File: config.mk
export PLATFORM = sky130hd
export DESIGN_NAME = mem_load_unit
export DESIGN_NICKNAME = d
export VERILOG_FILES = /design/src/rtl/mem_load_unit.sv
export SDC_FILE = /design/constraint.sdc
export NUM_CORES = 1
export LEC_CHECK = 0
export CELL_PAD_IN_SITES_DETAIL_PLACEMENT = 1
export CELL_PAD_IN_SITES_GLOBAL_PLACEMENT = 2
export CORE_MARGIN = 5
export CORE_UTILIZATION = 22
export DETAILED_ROUTE_END_ITERATION = 16
export PLACE_DENSITY = 0.81
export SYNTH_ARGS = -nofsm -noshare
export SYNTH_HDL_FRONTEND = slang
export SYNTH_SLANG_ARGS = --single-unit
File: constraint.sdc
create_clock -name clk -period 2.1 [get_ports clk]
set_input_delay 0.63 -clock clk [delete_from_list [all_inputs] [get_ports clk]]
set_output_delay 0.63 -clock clk [all_outputs]
set_load 0.005 [all_outputs]
File: src/rtl/mem_load_unit.sv
// Load path of the MEM stage: issues one data-bus read per load and
// returns the aligned, sign/zero-extended result to the pipeline.
module mem_load_unit (
  input  logic        clk,
  input  logic        reset,
  input  logic        req_valid,
  output logic        req_ready,
  input  logic [31:0] req_addr,
  input  logic [1:0]  req_type,
  input  logic        req_signed,
  output logic        dreq_valid,
  output logic [31:0] dreq_addr,
  output logic [1:0]  dreq_size,
  input  logic        dresp_addr_ok,
  input  logic        dresp_data_ok,
  input  logic [31:0] dresp_data,
  output logic        resp_valid,
  input  logic        resp_ready,
  output logic [31:0] rdata,
  output logic        addr_err
);

  typedef enum logic [1:0] {
    S_IDLE,
    S_REQ,
    S_WAIT,
    S_DONE
  } state_t;

  state_t r_state;
  state_t w_next;

  logic [31:0] r_addr;
  logic [1:0]  r_type;
  logic        r_signed;
  logic [31:0] r_rdata;
  logic        r_addr_err;

  logic        w_misalign;
  logic        w_accept;
  logic        w_reject;
  logic        w_capture;
  logic [31:0] w_ext;

  function automatic logic [31:0] f_extract(
    input logic [1:0]  t,
    input logic [1:0]  ty,
    input logic        sg,
    input logic [31:0] d
  );
    logic [15:0] h;
    logic [7:0]  b;
    logic [31:0] res;
    h = t[1] ? d[31:16] : d[15:0];
    case (t)
      2'd0:    b = d[7:0];
      2'd1:    b = d[15:8];
      2'd2:    b = d[23:16];
      default: b = d[31:24];
    endcase
    unique case (1'b1)
      (ty == 2'b00): res = d;
      (ty == 2'b01): res = {{16{sg & h[15]}}, h};
      default:       res = {{24{sg & b[7]}}, b};
    endcase
    return res;
  endfunction

  // Bytes are always aligned; types 10 and 11 both mean byte.
  always_comb begin
    w_misalign = 1'b0;
    unique case (1'b1)
      (req_type == 2'b00): w_misalign = |req_addr[1:0];
      (req_type == 2'b01): w_misalign = req_addr[0];
      default:             w_misalign = 1'b0;
    endcase
  end

  assign w_accept = (r_state == S_IDLE) & req_valid & ~w_misalign;
  assign w_reject = (r_state == S_IDLE) & req_valid &  w_misalign;

  always_comb begin
    w_next    = r_state;
    w_capture = 1'b0;
    unique case (r_state)
      S_IDLE: begin
        if (w_accept) w_next = S_REQ;
      end
      S_REQ: begin
        if (dresp_addr_ok & dresp_data_ok) begin
          w_capture = 1'b1;
          w_next    = S_DONE;
        end else if (dresp_addr_ok) begin
          w_next = S_WAIT;
        end
      end
      S_WAIT: begin
        if (dresp_data_ok) begin
          w_capture = 1'b1;
          w_next    = S_DONE;
        end
      end
      S_DONE: begin
        if (resp_ready) w_next = S_IDLE;
      end
      default: w_next = S_IDLE;
    endcase
  end

  always_ff @(posedge clk) begin
    if (reset) r_state <= S_IDLE;
    else       r_state <= w_next;
  end

  assign w_ext = f_extract(r_addr[1:0], r_type,
                           r_signed, dresp_data);

  always_ff @(posedge clk) begin
    if (reset) begin
      r_addr     <= '0;
      r_type     <= '0;
      r_signed   <= 1'b0;
      r_rdata    <= '0;
      r_addr_err <= 1'b0;
    end else begin
      r_addr_err <= w_reject;
      if (w_accept) begin
        r_addr   <= req_addr;
        r_type   <= req_type;
        r_signed <= req_signed;
      end
      if (w_capture) r_rdata <= w_ext;
    end
  end

  assign req_ready  = (r_state == S_IDLE);
  assign dreq_valid = (r_state == S_REQ);
  assign dreq_addr  = {r_addr[31:2], 2'b00};
  assign dreq_size  = (r_type == 2'b11) ? 2'b10 : r_type;
  assign resp_valid = (r_state == S_DONE);
  assign rdata      = r_rdata;
  assign addr_err   = r_addr_err;

endmodule
==> flow_metrics.env <==
export IMPL_outcome="completed"
export IMPL_cts_tree="done"
export IMPL_rows=46
export IMPL_drive_above_1_share_pct=14.84
export IMPL_clock_skew_ns=0.01055
export IMPL_placed_area_mm2=0.005134
export IMPL_antenna_found_initial=0
export IMPL_place_ws_ns=-0.3424
export IMPL_cts_buffer_depth=2
export IMPL_hold_viol=0
export IMPL_clk_pin_slew_ns=0.06
export IMPL_dp_cells=735
export IMPL_grt_total_usage_pct=14.94
export IMPL_worst_ep_arrival_time_ns=1.40
export IMPL_pwr_density_cell_mw_per_mm2=967.1
export IMPL_most_common_layout_cells="133 x clkdlybuf4s50_1, 67 x dfxtp_1, 45 x a21oi_1, 35 x nand3_1"
export IMPL_fmax_mhz=491.9
export IMPL_drt_pre_antenna_iters=6
export IMPL_setup_viol=0
export IMPL_synth_top_area_share_pct=40.13
export IMPL_min_path_type="reg2reg"
export IMPL_diodes=0
export IMPL_crit_chain="ha_2 -> clkdlybuf4s50_1"
export IMPL_hold_buffers=0
export IMPL_final_cell_area_mm2=0.005597
export IMPL_yosysSeqAreaShare_pct=40.13
export IMPL_crit_type="reg2out"
export IMPL_cts_buffers=9
export IMPL_finalWirelength_um=13750
export IMPL_place_gp_congestion=0.8886
export IMPL_synth_area_mm2=0.003492
export IMPL_core_area_mm2=0.01571
export IMPL_peakVddDrop_mv=0.3400
export IMPL_leakage_nw=2.136
export IMPL_rsz0062_at_grt="no"
export IMPL_final_common_cell="clkdlybuf4s50_1"
export IMPL_worst_slew_pin_slew_ns=0.5330
export IMPL_post_route_period_util_pct=96.82
export IMPL_cpMaxStageDelayCell="clkdlybuf4s50_1"
export IMPL_drv_slew=0
export IMPL_ys_ff_latch=70
export IMPL_crit_fanout=3
export IMPL_crit_path_end_kind="output port"
export IMPL_yosys_warnings=0
export IMPL_dp_hpwl_um=10170
export IMPL_min_period_ns=2.033
export IMPL_cts_sinks=70
export IMPL_worstPathRequired_ns=1.47
export IMPL_synth_top_area_cell="dfxtp_1"
export IMPL_dieWidth_um=136.0
export IMPL_area_growth_pct=60.27
export IMPL_dieArea_mm2=0.01849
export IMPL_finalNonFillerCells=755
export IMPL_synthCells=406
export IMPL_detail_route_antenna_nets=0
export IMPL_ios=143
export IMPL_grt_max_degree=57
export IMPL_netlist_top_cells_area="dfxtp_1 40%, buf_4 6.9%, a21oi_1 6.4%"
export IMPL_grt_pass1_wl_um=21290
export IMPL_grt_pass1_vias=3796
export IMPL_startpoint_type="flip-flop"
export IMPL_avgSynthCellArea_um2=8.601
export IMPL_nets=611
export IMPL_synth_cell_type_count=36
export IMPL_slowest_delay_ns=0.51
export IMPL_drt_first_iter_violations=161
export IMPL_final_setup_worst_slack_ns=0.06688
export IMPL_final_setup_tns_ns=0
export IMPL_final_core_util_pct=35.62
export IMPL_routedWlPerCell_um=18.21
export IMPL_htree_num_levels=3
export IMPL_viasPerCell=4.652
export IMPL_fillCellCount=1806
export IMPL_max_cap_violations=0
export IMPL_dieHeight_um=136.0
export IMPL_clk_latency_ns=0.34
export IMPL_root_buffer="clkbuf_16"
export IMPL_drc=0
export IMPL_maxSlewHeadroom_pct=64.43
export IMPL_start_util_pct=22.22
export IMPL_io_buffers=140
export IMPL_vias=3512
export IMPL_grt_overflow_total=0
-- worst paths after layout --
kind	start	endpoint	slack, ns	cells past startpoint
worst max-delay path	r_state[0]	resp_valid	0.07	2
worst min-delay path	rdata[5]	rdata[5]	0.45	2
worst max register to register	r_addr[0]	rdata[18]	0.14	5
worst min register to register	rdata[5]	rdata[5]	0.45	2
-- flip-flops by register name, summed over array words and instances (netlist names) --
name and count:
r_addr 32, rdata 32, r_state 2, r_type 2
addr_err 1, r_signed 1
-- timing repair --
item | CTS | global route
setup buffers | 1 | 2
hold endpoints to repair | 0 | 0
setup endpoints to repair | 3 | 26
resized for setup | 10 | 17
pin swaps | 0 | 2
cloned | 0 | 1
-- report_power, final --
group	switching (mW)	internal (mW)	total [mW]	leakage, nW
logic	0.909	1.01	1.91	1.39
registers	0.147	1.56	1.70	0.571
clock network	0.606	1.19	1.80	0.172
-- metrics by stage --
stage                     total power [mW]  hold slack (ns)
final                                5.413           0.4544
after floorplan                      2.610           0.4527
after detailed placement             3.573           0.4484
after global placement               3.506           0.4505
after global routing                 5.737           0.4758
after CTS                            5.434           0.4560
-- critical path: cells and delay by family (launching register included) --
kind | cells | cell delay [ns]
buffers and inverters | 1 | 0.51
DFF | 1 | 0.37
adders and majority gates | 1 | 0.18
-- routing by layer --
| metal | global-route usage, % | vias up | part of all wire, % |
|---|---|---|---|
| li1 | - | 1669 | - |
| met1 | 18.28 | 1686 | 42 |
| met2 | 23.37 | 139 | 44 |
| met3 | 7.106 | 18 | 12 |
| met4 | 4.479 | 0 | 1.8 |
| met5 | 0 | - | 0 |
-- cell usage after synthesis --
cell,number
dfxtp_1,70
a21oi_1,45
nand3_1,35
nor2_1,34
o21ai_0,34
buf_4,32
nand2_1,30
clkbuf_1,28
mux2i_1,17
a211oi_1,16
nor3_1,9
a211o_1,8
o21a_1,8
inv_1,7
mux4_1,7
ha_1,4
buf_2,2
nor2b_1,2
a21o_1,1
a221oi_1,1
a222oi_1,1
a311oi_1,1
a311oi_4,1
and2_1,1
buf_1,1
buf_6,1
buf_8,1
conb_1,1
mux4_2,1
o211ai_1,1
o21a_4,1
o21ba_2,1
o21bai_1,1
o311ai_0,1
o31ai_1,1
or2_2,1
-- area by class of cell --
cell class	count	area (um^2)	share of cell area, %
flip-flops and latches	70	1410	25.20
repair buffers	180	1783	31.86
inverters	7	28.78	0.5142
clock inverters	6	108.9	1.945
well taps	216	270.3	4.829
multi-input cells	266	1757	31.39
clock buffers	10	239.0	4.270
-- logic make-up (layout without fill, tap and decap cells) --
group                      Yosys count  after routing  share of synthesized area (%)
AOI/OAI and AO/OA                  122            123                          21.86
adders and majority gates            4              4                          1.433
buffers and inverters               72            203                          11.79
DFF                                 70             70                          40.13
muxes                               25             25                          10.78
other                                1              2                         0.1074
and+or+nand+nor                    112            112                          13.90
No activity file was read; power rests on OpenSTA's default activity.
